[config.mk]
export PLATFORM = sky130hd
export DESIGN_NAME = uart_tx
export DESIGN_NICKNAME = d
export VERILOG_FILES = /design/src/rtl/uart_tx.sv
export SDC_FILE = /design/constraint.sdc
export NUM_CORES = 1
export LEC_CHECK = 0
export BUFFER_PORTS_ARGS = -buffer_cell sky130_fd_sc_hd__buf_2
export CELL_PAD_IN_SITES_DETAIL_PLACEMENT = 1
export CELL_PAD_IN_SITES_GLOBAL_PLACEMENT = 1
export CORE_ASPECT_RATIO = 0.6
export CORE_UTILIZATION = 44
export DETAILED_ROUTE_END_ITERATION = 12
export PLACE_DENSITY = 0.76
export REMOVE_ABC_BUFFERS = 1
export SYNTH_ARGS = -nofsm -noshare
export SYNTH_HDL_FRONTEND = slang
export SYNTH_SLANG_ARGS = --single-unit
[constraint.sdc]
create_clock -name clk -period 3.41 [get_ports clk]
set_input_delay 0 -clock clk [delete_from_list [all_inputs] [get_ports clk]]
set_output_delay 0 -clock clk [all_outputs]
set_load 0.02 [all_outputs]
[src/rtl/uart_tx.sv]
// 8N1 serial transmitter: valid/ready byte input, LSB-first shift-out at a
// 16x-oversample-derived bit time selected from the shared baud table.
module uart_tx #(
  parameter int PERIOD = 16
) (
  input  logic        clk,
  input  logic        rst_n,
  input  logic [1:0]  brate_selection,
  input  logic [7:0]  tx_data,
  input  logic        tx_valid,
  output logic        tx_ready,
  output logic        tx_out,
  output logic        busy,
  output logic [10:0] freq_factor
);

  // state | meaning
  // IDLE  | line high, ready for a byte
  // START | start bit (line low) for one bit time
  // DATA  | data bit shift[idx], idx 0..7
  // STOP  | stop bit (line high) for one bit time
  typedef enum logic [1:0] {IDLE, START, DATA, STOP} state_t;

  state_t      state, state_d;
  logic [13:0] cnt, cnt_d;
  logic [2:0]  idx, idx_d;
  logic [7:0]  shift, shift_d;
  logic [10:0] div_q, div_d;
  logic        line_d;
  logic [13:0] bit_last;
  logic        bit_done;

  always_comb begin
    case (brate_selection)
      2'd1:    freq_factor = 11'd54;
      2'd2:    freq_factor = 11'd7;
      default: freq_factor = 11'd651;
    endcase
  end

  // Bit time comes from the divisor captured at acceptance, not the live select.
  assign bit_last = 14'(int'(div_q) * PERIOD - 1);
  assign bit_done = (cnt == bit_last);

  always_ff @(posedge clk or negedge rst_n) begin
    if (!rst_n) begin
      state  <= IDLE;
      cnt    <= '0;
      idx    <= '0;
      shift  <= '0;
      div_q  <= '0;
      tx_out <= 1'b1;
    end else begin
      state  <= state_d;
      cnt    <= cnt_d;
      idx    <= idx_d;
      shift  <= shift_d;
      div_q  <= div_d;
      tx_out <= line_d;
    end
  end

  always_comb begin
    state_d = state;
    cnt_d   = cnt;
    idx_d   = idx;
    shift_d = shift;
    div_d   = div_q;
    case (state)
      IDLE: begin
        if (tx_valid) begin
          state_d = START;
          cnt_d   = '0;
          idx_d   = '0;
          shift_d = tx_data;
          div_d   = freq_factor;
        end
      end
      START: begin
        if (bit_done) begin
          state_d = DATA;
          cnt_d   = '0;
          idx_d   = '0;
        end else begin
          cnt_d = cnt + 14'd1;
        end
      end
      DATA: begin
        if (bit_done) begin
          cnt_d = '0;
          if (idx == 3'd7) state_d = STOP;
          else             idx_d   = idx + 3'd1;
        end else begin
          cnt_d = cnt + 14'd1;
        end
      end
      STOP: begin
        if (bit_done) begin
          state_d = IDLE;
          cnt_d   = '0;
        end else begin
          cnt_d = cnt + 14'd1;
        end
      end
      default: state_d = IDLE;
    endcase
  end

  // The line value is computed from the next state so tx_out is a clean flop.
  always_comb begin
    tx_ready = (state == IDLE);
    busy     = (state != IDLE);
    case (state_d)
      START:   line_d = 1'b0;
      DATA:    line_d = shift_d[idx_d];
      default: line_d = 1'b1;
    endcase
  end

endmodule
==> results of run 1 <==
-- registers in the layout (all words and copies together) (netlist names) --
| name | flops |
|---|---|
| cnt | 14 |
| shift | 8 |
| div_q | 5 |
| idx | 3 |
| state | 2 |
| tx_out | 1 |
-- metrics by stage --
step           hold WS (ps)  worst slack, ps
6_report              4.117            218.8
5_1_grt               4.058           -36.73
4_1_cts               2.418            53.50
3_5_place_dp          108.1            71.90
3_3_place_gp          121.3            222.9
2_1_floorplan        -295.6            411.3
-- per-layer routing --
metal / GRT usage (%) / routed length [µm] / vias to the layer above
met5: 0 / 0 / -
met4: 3.968 / 0 / 0
met3: 5.430 / 174 / 0
met2: 34.62 / 2166 / 39
met1: 35.52 / 2758 / 816
li1: - / - / 797
-- where the power goes --
part,internal [mW],switching (mW),leakage (nW)
sequential,0.391,0,0.427
clock,0.165,0.137,0.0455
combinational,0.0173,0.0297,0.597
total,0.573,0.167,1.07
-- worst paths after layout --
kind	from	to	slack, ps	cells past startpoint
hold reg to reg	shift[2]$_DFF_PN0_	shift[2]$_DFF_PN0_	500	1
setup / recovery	div_q[0]$_DFFE_PN0P_	tx_out$_DFF_PN1_	220	11
setup reg to reg	div_q[0]$_DFFE_PN0P_	tx_out$_DFF_PN1_	220	11
hold / removal	tx_data[7]	shift[7]$_DFF_PN0_	4	2
max in group asynchronous	rst_n	cnt[13]$_DFFE_PN0P_	2590	2
min in group asynchronous	rst_n	cnt[12]$_DFFE_PN0P_	340	2
-- final cells by class --
class / instances / area [µm²] / area share (%)
flip-flops and latches: 33 / 827.0 / 35.58
multi-input cells: 158 / 1060 / 45.59
clock buffers: 8 / 90.09 / 3.875
repair buffers: 34 / 220.2 / 9.473
well taps: 60 / 75.07 / 3.229
inverters: 14 / 52.55 / 2.260
-- cell families after synthesis --
kind of cell | Yosys count | synth area share [%]
adder cells (fa/ha/maj) | 5 | 3.127
AND/OR/NAND/NOR | 74 | 19.14
multiplexers | 15 | 8.193
other | 2 | 0.3754
buffers and inverters | 27 | 6.504
AO/OA/AOI/OAI | 48 | 16.07
flip-flops | 33 | 41.34
XOR/XNOR | 12 | 5.253
-- what timing repair did --
item                       4_1_cts  5_1_grt
hold buffers                     8        0
buffers inserted                 0        2
hold endpoints to repair        39        0
setup endpoints to repair        0        1
gates resized for setup          0        2
-- layout by cell type (no fill, tap or decap), drive strengths merged --
cell type	instances
nand3	4
dfstp	1
a2111oi	3
and2	2
ha	5
o221a	1
o211ai	2
a211oi	3
o31ai	1
mux2i	4
nor4b	1
or4	2
dfrtp	32
nand2b	9
o2111ai	1
o21a	1
conb	4
buf	26
o21ba	1
o21ai	27
a21oi	6
xor2	6
or2	3
nor2	18
inv	14
nor4	1
dlygate4sd3	8
mux2	11
xnor2	6
and3	11
nor3	4
a31oi	2
clkbuf	8
nor2b	1
nand2	18
-- cells in the mapped netlist (all sizes together) (5+ instances only) --
library cell / instances / area [µm²]
and3: 11 / 68.82
a21oi: 6 / 33.78
nand2b: 9 / 56.30
xnor2: 6 / 52.55
nor2: 18 / 75.07
o21ai: 27 / 135.1
dfrtp: 32 / 800.8
buf: 10 / 66.31
mux2: 11 / 123.9
ha: 5 / 62.56
xor2: 6 / 52.55
nand2: 18 / 67.56
inv: 14 / 52.55
==> impl_metrics.yaml, run 1 <==
status:
  status: "finished, final reports clean"
logic_synthesis:
  synth_warnings: 0
  async_flop_share_pct: 100.0
  synthCells: 216
  syn_area_um2: 2001
  synth_seq_area_share_pct: 41.34
  avgSynthCellArea_um2: 9.262
  synth_edf_count: 0
  ys_seq_elements: 33
  synth_flop_cell: "dfrtp_1"
  synthDistinctLibCells: 43
pwr:
  irDropWorstVdd_mv: 0.1757
  p_total_uw: 740.4
  leakage_nw: 1.069
  power_density_nw_per_um2: 318.5
setup_path:
  cp.required_ps: 3620
  endpoint_kind: "flop"
  crit_path_max_fanout: 6
  start_kind: "flop"
  critPathTopFamily: "compound AO/OA/AOI/OAI gates"
  slowest_stage: "dfrtp_1"
  timing_worst_setup_path_type: "reg2reg"
  arrival_ps: 3400
  cp_cell_sequence: "inv_1 -> ha_1 -> nor4b_1 -> mux2i_1 -> o2111ai_1 -> a2111oi_2 -> a21oi_1 -> nor2_4 -> mux2_2 -> a211oi_1 -> a211oi_2"
  critPathMaxStageDelay_ps: 440
  crit_buf_inv: 1
final_layout:
  fin_area_um2: 2325
  diodes: 0
  fillers: 510
  syn2layout_area_growth_pct: 16.20
  final_cells: 307
  nets: 264
  final_core_util_pct: 54.91
  drive_above_1_share_pct: 23.08
placement:
  place_area_um2: 2131
  hpwl_um: 3558
  portBuffers: 22
  place_inst: 289
  gp_congestion: 0.8204
grt:
  gr-total-overflow: 0
  grt_pass1_vias: 1602
  grt_max_degree: 34
  grt.total_usage_pct: 23.45
  antenna_found_initial: 0
  grt_first_pass_wirelength_um: 8121
timing:
  maxSlewViolCount: 0
  max_slew_margin_pct: 49.79
  finalCritPeriodShare_pct: 93.58
  setup-tns-final_ps: 0
  worst_pin_slew_ps: 753.2
  finalHoldViolCount: 0
  setup_viol: 0
  min_period_ps: 3191
  clock.fmax_ghz: 0.3134
  finalClockSkew_ps: 5.840
worst_hold_path:
  hold_path.class: "in2reg"
detailed_routing:
  wl_per_cell_um: 16.61
  drc: 0
  postRouteAntennaNets: 0
  viasPerCell: 5.381
  drtIter0Drc: 47
  vias: 1652
  drt_wl_total_um: 5099
  dr.pass1.iters: 4
floorplan:
  fp-row-count: 18
  core_region_area_um2: 4234
  start_util_pct: 47.25
  die-area_um2: 4829
  ioPinCount: 27
  die_x_um: 89.06
  die_h_um: 54.23
clock_network:
  clk_latency_ps: 280
  cts_max_level: 2
  cts_buffers: 5
  cts_root_buffer: "clkbuf_8"
  clkSinkCount: 33
  clk_pin_slew_worst_paths_ps: 70
  cts_buffer_depth: 2
  cts_tree: "built"
run:
  drv_cap: 0
Note: power is estimated with default switching activity, not from simulation.
==> run 2, diff against run 1 <==
CORE_UTILIZATION = 40   (was 44)
HOLD_SLACK_MARGIN = 0.06   (was not set)
PLACE_DENSITY = 0.69   (was 0.76)
==> impl_metrics.yaml, run 2 (same netlist as run 1, synthesis figures left out) <==
grt:
  met1_usage_pct: 32.49
  met2_usage_pct: 29.20
  grt.total_usage_pct: 21.44
  gr-total-overflow: 0
  antenna_found_initial: 0
  grt_first_pass_wirelength_um: 8507
  grt_pass1_vias: 1672
  grt_max_degree: 34
  grt.busiest_layer: "met1"
  use_met3_pct: 5.285
timing:
  setup_viol: 0
  finalCritPeriodShare_pct: 94.37
  worst_pin_slew_ps: 779.0
  finalClockSkew_ps: 6.980
  maxSlewViolCount: 0
  finalHoldViolCount: 0
  min_period_ps: 3218
  clock.fmax_ghz: 0.3108
  setup-tns-final_ps: 0
  max_slew_margin_pct: 48.07
worst_hold_path:
  hold_path.class: "in2reg"
  worstHoldStart: "brate_selection[0]"
detailed_routing:
  wl_per_cell_um: 16.15
  viasPerCell: 5.216
  drc: 0
  dr.pass1.iters: 4
  drt_wl_total_um: 5005
  drtIter0Drc: 46
  vias: 1617
  postRouteAntennaNets: 0
setup_path:
  crit_path_max_fanout: 6
  ff2ff_setup_slack_ps: 190
  crit_start: "div_q[0]$_DFFE_PN0P_"
  arrival_ps: 3430
  start_kind: "flop"
  r2r-start: "div_q[0]$_DFFE_PN0P_"
  cp.required_ps: 3620
  timing_worst_setup_path_type: "reg2reg"
  endpoint_kind: "flop"
floorplan:
  start_util_pct: 42.72
  fp-row-count: 19
  die_h_um: 56.78
  core_region_area_um2: 4683
  die_x_um: 93.30
  die-area_um2: 5298
  ioPinCount: 27
final_layout:
  largest_registers: "cnt (14), shift (8), div_q (5)"
  nets: 264
  drive_above_1_share_pct: 23.89
  syn2layout_area_growth_pct: 17.82
  final_cell_mix: "dfrtp_1 (32), o21ai_0 (26), buf_2 (22)"
  largest-register: "cnt"
  diodes: 0
  final_common_cell: "dfrtp_1"
  largest_reg_flops: 14
  fin_area_um2: 2357
status:
  status: "finished, final reports clean"
pwr:
  irDropWorstVdd_mv: 0.2179
  leakage_nw: 1.087
  power_density_nw_per_um2: 326.8
clock_network:
  cts_max_level: 2
  cts_setup_buffers: 0
  cts_tree: "built"
  clk_pin_slew_worst_paths_ps: 70
  cts_buffers: 5
  clk_latency_ps: 290
  cts_buffer_depth: 2
  clkSinkCount: 33
  cts_root_buffer: "clkbuf_8"
run:
  drv_cap: 0
placement:
  hpwl_um: 3577
  gp_congestion: 0.7976
  place_area_um2: 2142
  portBuffers: 22
## run 2: changes by cell type in the layout (fill, tap and decap cells not counted)
cell	before	now
buf_4	4	3
clkbuf_1	2	0
clkbuf_8	6	7
clkinv_2	0	1
nor4b_1	1	0
nor4b_4	0	1
dlygate4sd3_1	8	9
## run 2: area by class of cell
cell class | count | area, µm²
inverter | 14 | 52.55
timing repair buffer | 34 | 222.7
clock inverter | 1 | 5.005
sequential | 33 | 827.0
clock buffer | 7 | 96.34
tap | 63 | 78.83
fill | 550 | 2326
multi-input combinational | 158 | 1075
## run 2: layer usage
layer | wire, µm | share of wire (%) | up-vias
met5 | 0 | 0 | -
met4 | 70 | 1.4 | 0
met3 | 150 | 3.0 | 7
met2 | 1966 | 39 | 26
met1 | 2818 | 56 | 789
li1 | - | - | 795
## run 2: report_power, final
part | leakage, nW | total, mW | switching [mW] | internal [mW]
clock | 0.0542 | 0.332 | 0.149 | 0.183
combinational | 0.606 | 0.0476 | 0.0297 | 0.0180
sequential | 0.427 | 0.391 | 0 | 0.391
total | 1.09 | 0.770 | 0.179 | 0.592
## run 2: what timing repair did
| item | 4_1_cts | 5_1_grt |
|---|---|---|
| pin swaps | 0 | 2 |
| resized for setup | 1 | 3 |
| hold buffers | 9 | 0 |
| setup endpoints to repair | 1 | 1 |
| endpoints found under the hold margin | 40 | 0 |
## run 2: worst max-delay path, cell delays in order (launching register included)
cell and delay (ps):
dfrtp_1 450, inv_1 90, ha_1 250, nor4b_4 290
mux2i_1 320, o2111ai_1 290, a2111oi_4 360, mux2i_2 360
nor2_4 100, mux2_2 280, a211oi_1 280, a211oi_2 80
## run 2: worst paths after layout
| check | end | cells after the start |
|---|---|---|
| worst max-delay path | tx_out$_DFF_PN1_ | 11 |
| worst min-delay path | div_q[0]$_DFFE_PN0P_ | 3 |
| worst max register to register | tx_out$_DFF_PN1_ | 11 |
| worst min register to register | shift[2]$_DFF_PN0_ | 1 |
| max in group asynchronous | div_q[1]$_DFFE_PN0P_ | 2 |
| min in group asynchronous | shift[0]$_DFF_PN0_ | 2 |
## run 2: per-stage QoR
step / instances / total power [mW] / hold WS, ps / util [%] / setup WS (ps)
after floorplan: 205 / 0.4170 / -295.6 / - / 411.3
after global placement: 293 / 0.4382 / 112.4 / 45.74 / 191.8
after detailed placement: 293 / 0.4389 / 120.7 / 45.74 / 47.50
after CTS: 310 / 0.7787 / 78.35 / 49.96 / 47.71
after global routing: 310 / 0.8014 / 97.13 / 50.33 / -13.97
final: 310 / 0.7705 / 74.26 / 50.33 / 192.1
